===== src/rtl/store_queue.sv =====
// Circular store queue: allocates sqNs at enqueue, drains committed stores in order
// to the LSU store port, and answers one byte-granular store-to-load forwarding lookup.
module store_queue #(
    parameter int unsigned NUM_ENTRIES = 8,
    parameter int unsigned SQN_W       = 7
) (
    input  logic               clk,
    input  logic               rst,
    input  logic               IN_enqValid,
    input  logic [29:0]        IN_enqAddr,
    input  logic [31:0]        IN_enqData,
    input  logic [3:0]         IN_enqWm,
    output logic [SQN_W-1:0]   OUT_enqSqN,
    output logic               OUT_full,
    input  logic [SQN_W-1:0]   IN_comSqN,
    input  logic               IN_branchValid,
    input  logic [SQN_W-1:0]   IN_branchSqN,
    input  logic               IN_stall,
    input  logic               IN_lookupValid,
    input  logic [29:0]        IN_lookupAddr,
    input  logic [SQN_W-1:0]   IN_lookupSqN,
    output logic [3:0]         OUT_lookupMask,
    output logic [31:0]        OUT_lookupData,
    output logic [68:0]        OUT_uopSt
);
    localparam int unsigned IDX_W  = $clog2(NUM_ENTRIES);
    localparam int unsigned ADDR_W = 30;
    localparam int unsigned DATA_W = 32;
    localparam int unsigned WM_W   = 4;
    localparam int unsigned UOP_W  = 69;
    localparam logic [SQN_W-1:0] SQN_ONE = SQN_W'(1);

    logic [SQN_W-1:0]  head_q, head_d;
    logic [SQN_W-1:0]  tail_q, tail_d;
    logic [UOP_W-1:0]  uop_st_q, uop_st_d;
    logic [ADDR_W-1:0] ent_addr_q [NUM_ENTRIES];
    logic [ADDR_W-1:0] ent_addr_d [NUM_ENTRIES];
    logic [DATA_W-1:0] ent_data_q [NUM_ENTRIES];
    logic [DATA_W-1:0] ent_data_d [NUM_ENTRIES];
    logic [WM_W-1:0]   ent_wm_q   [NUM_ENTRIES];
    logic [WM_W-1:0]   ent_wm_d   [NUM_ENTRIES];

    logic [SQN_W-1:0]  count_c;
    logic [SQN_W-1:0]  flush_tail_c;
    logic [IDX_W-1:0]  head_idx_c;
    logic [IDX_W-1:0]  tail_idx_c;
    logic              enq_c;
    logic              drain_c;
    logic [SQN_W-1:0]  scan_sqn_c;
    logic [IDX_W-1:0]  scan_idx_c;

    // a is older than b when the wrapped difference a - b is negative
    function automatic logic older(input logic [SQN_W-1:0] a, input logic [SQN_W-1:0] b);
        logic [SQN_W-1:0] diff;
        diff = a - b;
        return diff[SQN_W-1];
    endfunction

    assign count_c      = tail_q - head_q;
    assign OUT_full     = (count_c == SQN_W'(NUM_ENTRIES));
    assign OUT_enqSqN   = tail_q;
    assign OUT_uopSt    = uop_st_q;
    assign head_idx_c   = head_q[IDX_W-1:0];
    assign tail_idx_c   = tail_q[IDX_W-1:0];
    assign flush_tail_c = IN_branchSqN + SQN_ONE;
    assign enq_c        = IN_enqValid && !OUT_full && !IN_branchValid;
    assign drain_c      = (count_c != '0) && older(head_q, IN_comSqN) && !IN_stall;

    // Next state: drain at head, then either flush-rewind or enqueue at tail
    always_comb begin
        head_d     = head_q;
        tail_d     = tail_q;
        uop_st_d   = '0;
        ent_addr_d = ent_addr_q;
        ent_data_d = ent_data_q;
        ent_wm_d   = ent_wm_q;
        if (drain_c) begin
            uop_st_d = {ent_addr_q[head_idx_c], 2'b00, ent_data_q[head_idx_c],
                        ent_wm_q[head_idx_c], 1'b1};
            head_d   = head_q + SQN_ONE;
        end
        if (IN_branchValid) begin
            if (older(flush_tail_c, tail_q)) begin
                tail_d = flush_tail_c;
            end
        end else if (enq_c) begin
            ent_addr_d[tail_idx_c] = IN_enqAddr;
            ent_data_d[tail_idx_c] = IN_enqData;
            ent_wm_d[tail_idx_c]   = IN_enqWm;
            tail_d                 = tail_q + SQN_ONE;
        end
    end

    always_ff @(posedge clk) begin
        if (rst) begin
            head_q   <= '0;
            tail_q   <= '0;
            uop_st_q <= '0;
        end else begin
            head_q   <= head_d;
            tail_q   <= tail_d;
            uop_st_q <= uop_st_d;
        end
    end

    // Entry payloads need no reset: validity comes from the head/tail window
    always_ff @(posedge clk) begin
        ent_addr_q <= ent_addr_d;
        ent_data_q <= ent_data_d;
        ent_wm_q   <= ent_wm_d;
    end

    // Forwarding: outgoing store is oldest, then scan queue oldest to youngest
    always_comb begin
        OUT_lookupMask = '0;
        OUT_lookupData = '0;
        scan_sqn_c     = '0;
        scan_idx_c     = '0;
        if (IN_lookupValid) begin
            if (uop_st_q[0] && (uop_st_q[68:39] == IN_lookupAddr)) begin
                OUT_lookupMask = uop_st_q[4:1];
                OUT_lookupData = uop_st_q[36:5];
            end
            for (int unsigned k = 0; k < NUM_ENTRIES; k++) begin
                scan_sqn_c = head_q + SQN_W'(k);
                scan_idx_c = scan_sqn_c[IDX_W-1:0];
                if ((SQN_W'(k) < count_c) && older(scan_sqn_c, IN_lookupSqN) &&
                    (ent_addr_q[scan_idx_c] == IN_lookupAddr)) begin
                    for (int b = 0; b < 4; b++) begin
                        if (ent_wm_q[scan_idx_c][b]) begin
                            OUT_lookupMask[b]         = 1'b1;
                            OUT_lookupData[8*b +: 8]  = ent_data_q[scan_idx_c][8*b +: 8];
                        end
                    end
                end
            end
        end
    end

`ifndef SYNTHESIS
    always_ff @(posedge clk) begin
        if (!rst) begin
            assert (!(IN_enqValid && OUT_full && !IN_branchValid))
                else $warning("store_queue: enqueue while full was dropped");
            assert (!IN_branchValid ||
                    !older(IN_branchSqN + SQN_ONE, head_q))
                else $error("store_queue: flush would remove committed stores");
        end
    end
`endif

endmodule


===== config.mk =====
export PLATFORM = sky130hd
export DESIGN_NAME = store_queue
export DESIGN_NICKNAME = d
export VERILOG_FILES = /design/src/rtl/store_queue.sv
export SDC_FILE = /design/constraint.sdc
export NUM_CORES = 2
export LEC_CHECK = 0
export CAP_MARGIN = 5
export CORE_MARGIN = 10
export CORE_UTILIZATION = 35
export CTS_BUF_LIST = sky130_fd_sc_hd__clkbuf_2 sky130_fd_sc_hd__clkbuf_4 sky130_fd_sc_hd__clkbuf_8
export DETAILED_ROUTE_END_ITERATION = 12
export SLEW_MARGIN = 0
export SYNTH_ARGS = -nofsm -noshare
export SYNTH_HDL_FRONTEND = slang
export SYNTH_SLANG_ARGS = --single-unit

===== constraint.sdc =====
create_clock -name clk -period 8.9 [get_ports clk]
set_input_delay 0.89 -clock clk [delete_from_list [all_inputs] [get_ports clk]]
set_output_delay 0.89 -clock clk [all_outputs]
set_load 0.05 [all_outputs]

=== Yosys cells after proc, flatten, opt, wreduce, memory -nomap -nowiden ===
Index checks and enable logic that the tools add are counted.

* Flip-flop bits (word level): 611
* Output and inout port bits: 113

* Equal/unequal tests: 11
* Muxes and demuxes: 173
* Order comparisons: 18
* $add $sub $neg: 20
* Bitwise gates (word level): 11
* Reduce and logical (&&, ||, !) cells: 30

{| class="wikitable"
|+ Operator list
! cell !! count
|-
| $mux 32 || 29
|-
| $bmux 32 s3 || 8
|-
| $bmux 30 s3 || 8
|-
| $mux 30 || 17
|-
| $eq 30x30->1 || 9
|-
| $bwmux 256 || 1
|-
| $mux 8 || 32
|-
| $bwmux 240 || 1
|-
| $mux 4 || 29
|-
| $bmux 4 s3 || 8
|-
| $demux 32 s3 || 1
|-
| $demux 30 s3 || 1
|-
| $sub 7x7->7 || 11
|-
| $ge 4x4->1 const B || 9
|-
| $not 3->4 || 9
|-
| $mux 1 || 33
|-
| $bwmux 32 || 1
|-
| $add 7x3->7 const B || 4
|-
| $lt 3x7->1 const A || 4
|-
| $logic_and 1x1->1 || 22
|-
| $add 7x1->7 const B || 3
|-
| $mux 7 || 3
|-
| $add 7x2->7 const B || 2
|-
| $lt 1x7->1 const A || 2
|-
| 11 further kinds || 16
|}

=== Logic depth before layout (Yosys ltp) ===
* Depth in word-level cells: 23
* Mapped depth: 28
* Gate-level depth less buffers: 16

=== Least setup slack after synthesis ===
No wires, ideal clock.

* Path kind: reg-to-reg
* From: register head_q[2]
* To: register ent_addr_q[180] (netlist bit), enable pin
* Data required time: 8329 ps
* Period minus slack after synthesis: 9504 ps
* Setup time: 571 ps
* Arrival time: 8934 ps
* Stages on the path, launching flop included: 16
* Slack: -604 ps
* Cells stage by stage: dfxtp_1 -> buf_2 -> clkinv_1 -> clkbuf_1 -> clkbuf_1 -> clkbuf_1 -> clkbuf_1 -> ha_1 -> and3b_1 -> o311a_1 -> o211ai_1 -> a21boi_0 -> and4b_1 -> nor3b_1 -> nand2_1 -> nor3_1

* Cells in the longest elaborated chain, start to end: 6

{| class="wikitable"
|+ Ends and longest elaborated chain
! item !! RTL line !! text
|-
| start, declared || 33 || <nowiki>logic [SQN_W-1:0] head_q, head_d;</nowiki>
|-
| start signal, assigned || 96 || <nowiki>head_q <= '0;</nowiki>
|-
| start signal, assigned || 100 || <nowiki>head_q <= head_d;</nowiki>
|-
| $sub 7x7->7 || 59 || <nowiki>assign count_c = tail_q - head_q;</nowiki>
|-
| $eq 7x4->1 || 60 || <nowiki>assign OUT_full = (count_c == SQN_W'(NUM_ENTRIES));</nowiki>
|-
| named net OUT_full || 14 || <nowiki>output logic OUT_full,</nowiki>
|-
| $logic_not 1->1 || 66 || <nowiki>assign enq_c = IN_enqValid && !OUT_full && !IN_branchValid;</nowiki>
|-
| $logic_and 1x1->1 (2 in series) || 66 ||
|-
| $reduce_and 2->1 (no source line) || n/a ||
|-
| end signal, assigned || 108 || <nowiki>ent_addr_q <= ent_addr_d;</nowiki>
|-
| end, declared || 36 || <nowiki>logic [ADDR_W-1:0] ent_addr_q [NUM_ENTRIES];</nowiki>
|}

The timed path passes the listed nets, and every way through them passes these cells.
A chain may end at the register's enable or synchronous reset.

=== Worst setup path after layout ===
* From: register head_q[1]
* To: output OUT_lookupData[26]

* Cells in the longest elaborated chain, start to end: 23
* Elaborated cells on any way between the ends: 146
* Classes of those cells: 16 x add/sub; 8 x order compare; 8 x eq/ne; 90 x mux; 8 x bitwise; 16 x reduce/logical

{| class="wikitable"
|+ Ends and longest elaborated chain
! item !! RTL line !! text
|-
| parallel branches: the longest is 21 deep, another holds $add 7x1->7 || n/a ||
|-
| $mux 32 * || 127 || <nowiki>if ((SQN_W'(k) < count_c) && older(scan_sqn_c, IN_lookupSqN) &&</nowiki>
|-
| $mux 32 * || 119 || <nowiki>if (IN_lookupValid) begin</nowiki>
|-
| end, declared || 23 || <nowiki>output logic [31:0] OUT_lookupData,</nowiki>
|}

Every way passes the cells marked *. The select of a mux whose other input is x is not followed.

==> summary.md <==
| Metric | Value |
|---|---|
| CP Class | reg2out |
| Reg2reg path depth | 12 |
| Synth area leaders | edfxtp_1 (33%), mux4_2 (25%), mux2i_1 (7.4%) |
| Mapped Area | 48,000 um^2 |
| Count of cell types in the netlist | 96 |
| Seq/Total Area, Yosys | about 36% |
| Final WL | 179 mm |
| Cells after synthesis | 3,901 |
| Post-CTS Hold Buffers | 0 |
| Cell family with most CP delay | simple AND/OR/NAND/NOR gates |
| Yosys top cell area share | 33.1% |
| Total GRT Usage | 22.8% |
| Crit share post-route | 94.4% |
| CTS tree | yes |
| CTS buffer count | 102 |
| Reg2reg start | head_q[1]$_SDFFE_PP0P_ |
| Final hold violations | 0 |
| Clock transition at the registers of the reported paths | ~0.060 ns |
| Synth Warn # | 0 |
| CP Depth | 16 |
| CP cell instances | clkinv_1 -> ha_4 -> buf_12 -> buf_4 -> mux4_2 -> xnor2_1 -> nand3_1 -> nor3_1 -> a41oi_1 -> nor3_2 -> nand3_1 -> nor2_2 -> nand3b_1 -> a211oi_1 -> a32o_1 -> buf_4 |
| Pin count of the biggest net entering global routing | 130 |
| Remaining routing DRC violations | 0 |
| Core Box Area | 136,000 um^2 |
| Setup Fix Bufs, Post-CTS | 0 |
| Sw Share | 34.5% |
| Largest area contributor in the netlist | edfxtp_1 |
| Hold_ws | 0.640 ns |
| Worst Setup SP | head_q[1]$_SDFFE_PP0P_ |
| Average via count per standard cell | around 6.5 |
| Post-DRT Antenna Nets | 0 |
| Number of flops mapped to enable cells by yosys | 528 |
| Buffers on Ports | 233 |
| Max-Cap Viols | 0 |
| Max incr delay on CP | 0.77 ns |
| Clk pwr share | 31.6% |
| CTS max path bufs | 3 |
| PwrDens | 178 nW/um^2 |
| Detailed Routing Iterations Pass 1 | 8 |
| Total power | 9.71 mW |
| CTS resizes | 0 |
| Antenna violations before repair | 25 |
| Final #Nets | 4,184 |
| Required time worst endpoint | 8.01 ns |
| Relative slew slack | between 15 and 20% |
| Chip height | 390 um |
| Root buf cell | clkbuf_8 |
| Commonest non-fill, non-tap cell in the layout | mux4_2 |
| Die X | 390 um |
| Initial core utilization | 35.3% |
| Final setup TNS | 0 ns |
| CP bufs+invs | 4 |
| Leakage power figure | 17.9 nW |
| Critical path launch point type | flip-flop |
| Slowest stage cell, crit path | nor2_2 |
| Gp weighted congestion | 0.971 |
| CP arrival | roughly 7.5 ns |
| Worst-margin pin slew | 1.27 ns |
| Top-Level Pins | 236 |
| Tmin final | ~8.4 ns |
| Layout cells sized above 1 | 23.3% |
| Reg2reg setup slack | 3.05 ns |
| CTS H-tree lvls | 3 |
| Fmax | 0.119 GHz |
| Flop pwr share | 34.1% |
| Dpl hpwl | 122 mm |
| Final Util | 40.2% |
| Synthesis-stage register bit count | 609 |
| Filler instances | 12,700 |
| Max IR drop VDD | 118 uV |
| Total number of vias | 37,900 |
| RSZ-0062 raised after global routing | no |
| P_int | 6.36 mW |
| Crit path capture | OUT_lookupData[26] |
| Post-Syn Area per Cell | 12.3 um^2 |
| Remaining global-route overflow | 0 |
| Post-Route Skew | 0.0791 ns |
| Outcome | complete, no violations |
| Iter 0 DRT Violations | 5,248 |
| Worst Setup End Kind | primary output |
| Area Overhead vs Synth | 13.7% |
| FF-to-FF End | ent_data_q[85]$_DFFE_PP_ |
| Switching power | ~3.4 mW |
| Main flop type after synthesis | edfxtp_1 |
| Worst Hold Class | reg2reg |
| Count of pins over their slew limit | 0 |
| Final setup fails | 0 |
| Comb pwr share | 34.4% |
| Crit-path max FO | 47 |
| Global-route wire length before repair | 261 mm |
| CTS Sinks | ~610 |
| Vias in the first global route | 36,500 |
| Clock Latency Late Sink | 0.89 ns |
| Drt wl/cell | around 30 um |
| Synth async-reset ratio | 0% |
| Most frequent cells in the layout | mux4_2 (543), edfxtp_1 (528), nand2_1 (505) |
| Die area | 152,000 um^2 |
| Site Rows | 135 |
==> cell families after synthesis <==
group,count (synthesis),share of synthesized area (%)
mux,935,33.8
compound gates,533,8.07
buf+inv,382,3.93
fa+ha+maj,64,1.69
xor+xnor,325,5.95
other cells,1,0.00782
flops,609,36.4
simple gates,1052,10.1
==> registers in the layout, summed over array words and instances (netlist names) <==
signal and flops:
ent_wm_q 32, OUT_enqSqN 7, head_q 7, ent_data_q 256, OUT_uopSt 67, ent_addr_q 240
==> final cells by class <==
class | instances | area [um^2] | share of cell area (%)
Sequential cell | 609 | 17500 | 32.1
Timing Repair Buffer | 327 | 3410 | 6.25
Multi-Input combinational cell | 2911 | 28700 | 52.7
Clock inverter | 61 | 774 | 1.42
Clock buffer | 132 | 1720 | 3.15
Antenna cell | 7 | 17.5 | 0.0321
Inverter | 46 | 183 | 0.335
Tap cell | 1781 | 2230 | 4.09
==> power by group through the flow <==
stage               clock, mW  sequential, mW  combinational (mW)
finish                   3.07            3.31                3.34
global route             3.26            3.32                3.52
CTS                      3.12            3.31                3.29
detailed placement          0            3.37                3.27
global placement            0            3.36                3.27
floorplan                   0            3.40                2.32
==> layer usage <==
| layer | vias to the layer above | GRT usage [%] | part of all wire (%) | wire length (um) |
|---|---|---|---|---|
| li1 | 15700 | - | - | - |
| met1 | 19300 | 30.8 | 39 | 70500 |
| met4 | 30 | 10.4 | 4.8 | 8660 |
| met2 | 2432 | 34.7 | 45 | 80100 |
| met5 | - | 0 | 0.12 | 210 |
| met3 | 430 | 5.28 | 11 | 19200 |
==> worst min-delay path: cells and delay by family (launching register included) <==
kind | cells | cell delay [ns]
XOR/XNOR | 1 | 0.17
flip-flops | 1 | 0.38
AND/OR/NAND/NOR | 1 | 0.05
==> worst min-delay path by stage <==
stage                                     startpoint                          to  slack (ns)  cells past startpoint
after floorplan               head_q[6]$_SDFFE_PP0P_      head_q[6]$_SDFFE_PP0P_        0.60                      2
after global placement        head_q[6]$_SDFFE_PP0P_      head_q[6]$_SDFFE_PP0P_        0.62                      2
after detailed placement      head_q[6]$_SDFFE_PP0P_      head_q[6]$_SDFFE_PP0P_        0.63                      2
after CTS                     head_q[6]$_SDFFE_PP0P_      head_q[6]$_SDFFE_PP0P_        0.64                      2
after global routing      OUT_enqSqN[6]$_SDFFE_PP0P_  OUT_enqSqN[6]$_SDFFE_PP0P_        0.67                      2
final                         head_q[6]$_SDFFE_PP0P_      head_q[6]$_SDFFE_PP0P_        0.64                      2
==> cells in the mapped netlist (11+ instances only) <==
master and count:
mux4_2 543, edfxtp_1 528, nand2_1 505, mux2i_1 354, xnor2_1 255, nor2_1 150
nand3_1 147, buf_2 124, clkbuf_1 105, a21oi_1 97, dfxtp_1 81, xor2_1 69
ha_1 63, nor3_1 58, o22ai_1 58, a22oi_1 55, buf_1 49, nand4_1 40
o21ai_0 40, mux2_2 38, inv_1 36, buf_4 35, and3_1 29, nor4_1 29
a221oi_1 27, o221ai_1 24, a32o_1 22, buf_6 18, o31ai_1 17, a21o_1 15
nand2b_1 15, a32oi_1 14, o211a_1 14, a211oi_1 13, a221o_1 13, a31oi_1 13
o21ai_1 13, o21a_1 11
==> metrics by stage <==
stage,cell area (um^2),instances,setup slack [ns]
after floorplan,48000,3902,1.17
after global placement,52000,5674,1.48
after detailed placement,52000,5674,1.47
after CTS,54500,5867,0.527
after global routing,54500,5871,0.207
final,54500,5874,0.495
(Power assumes the default switching activity.)
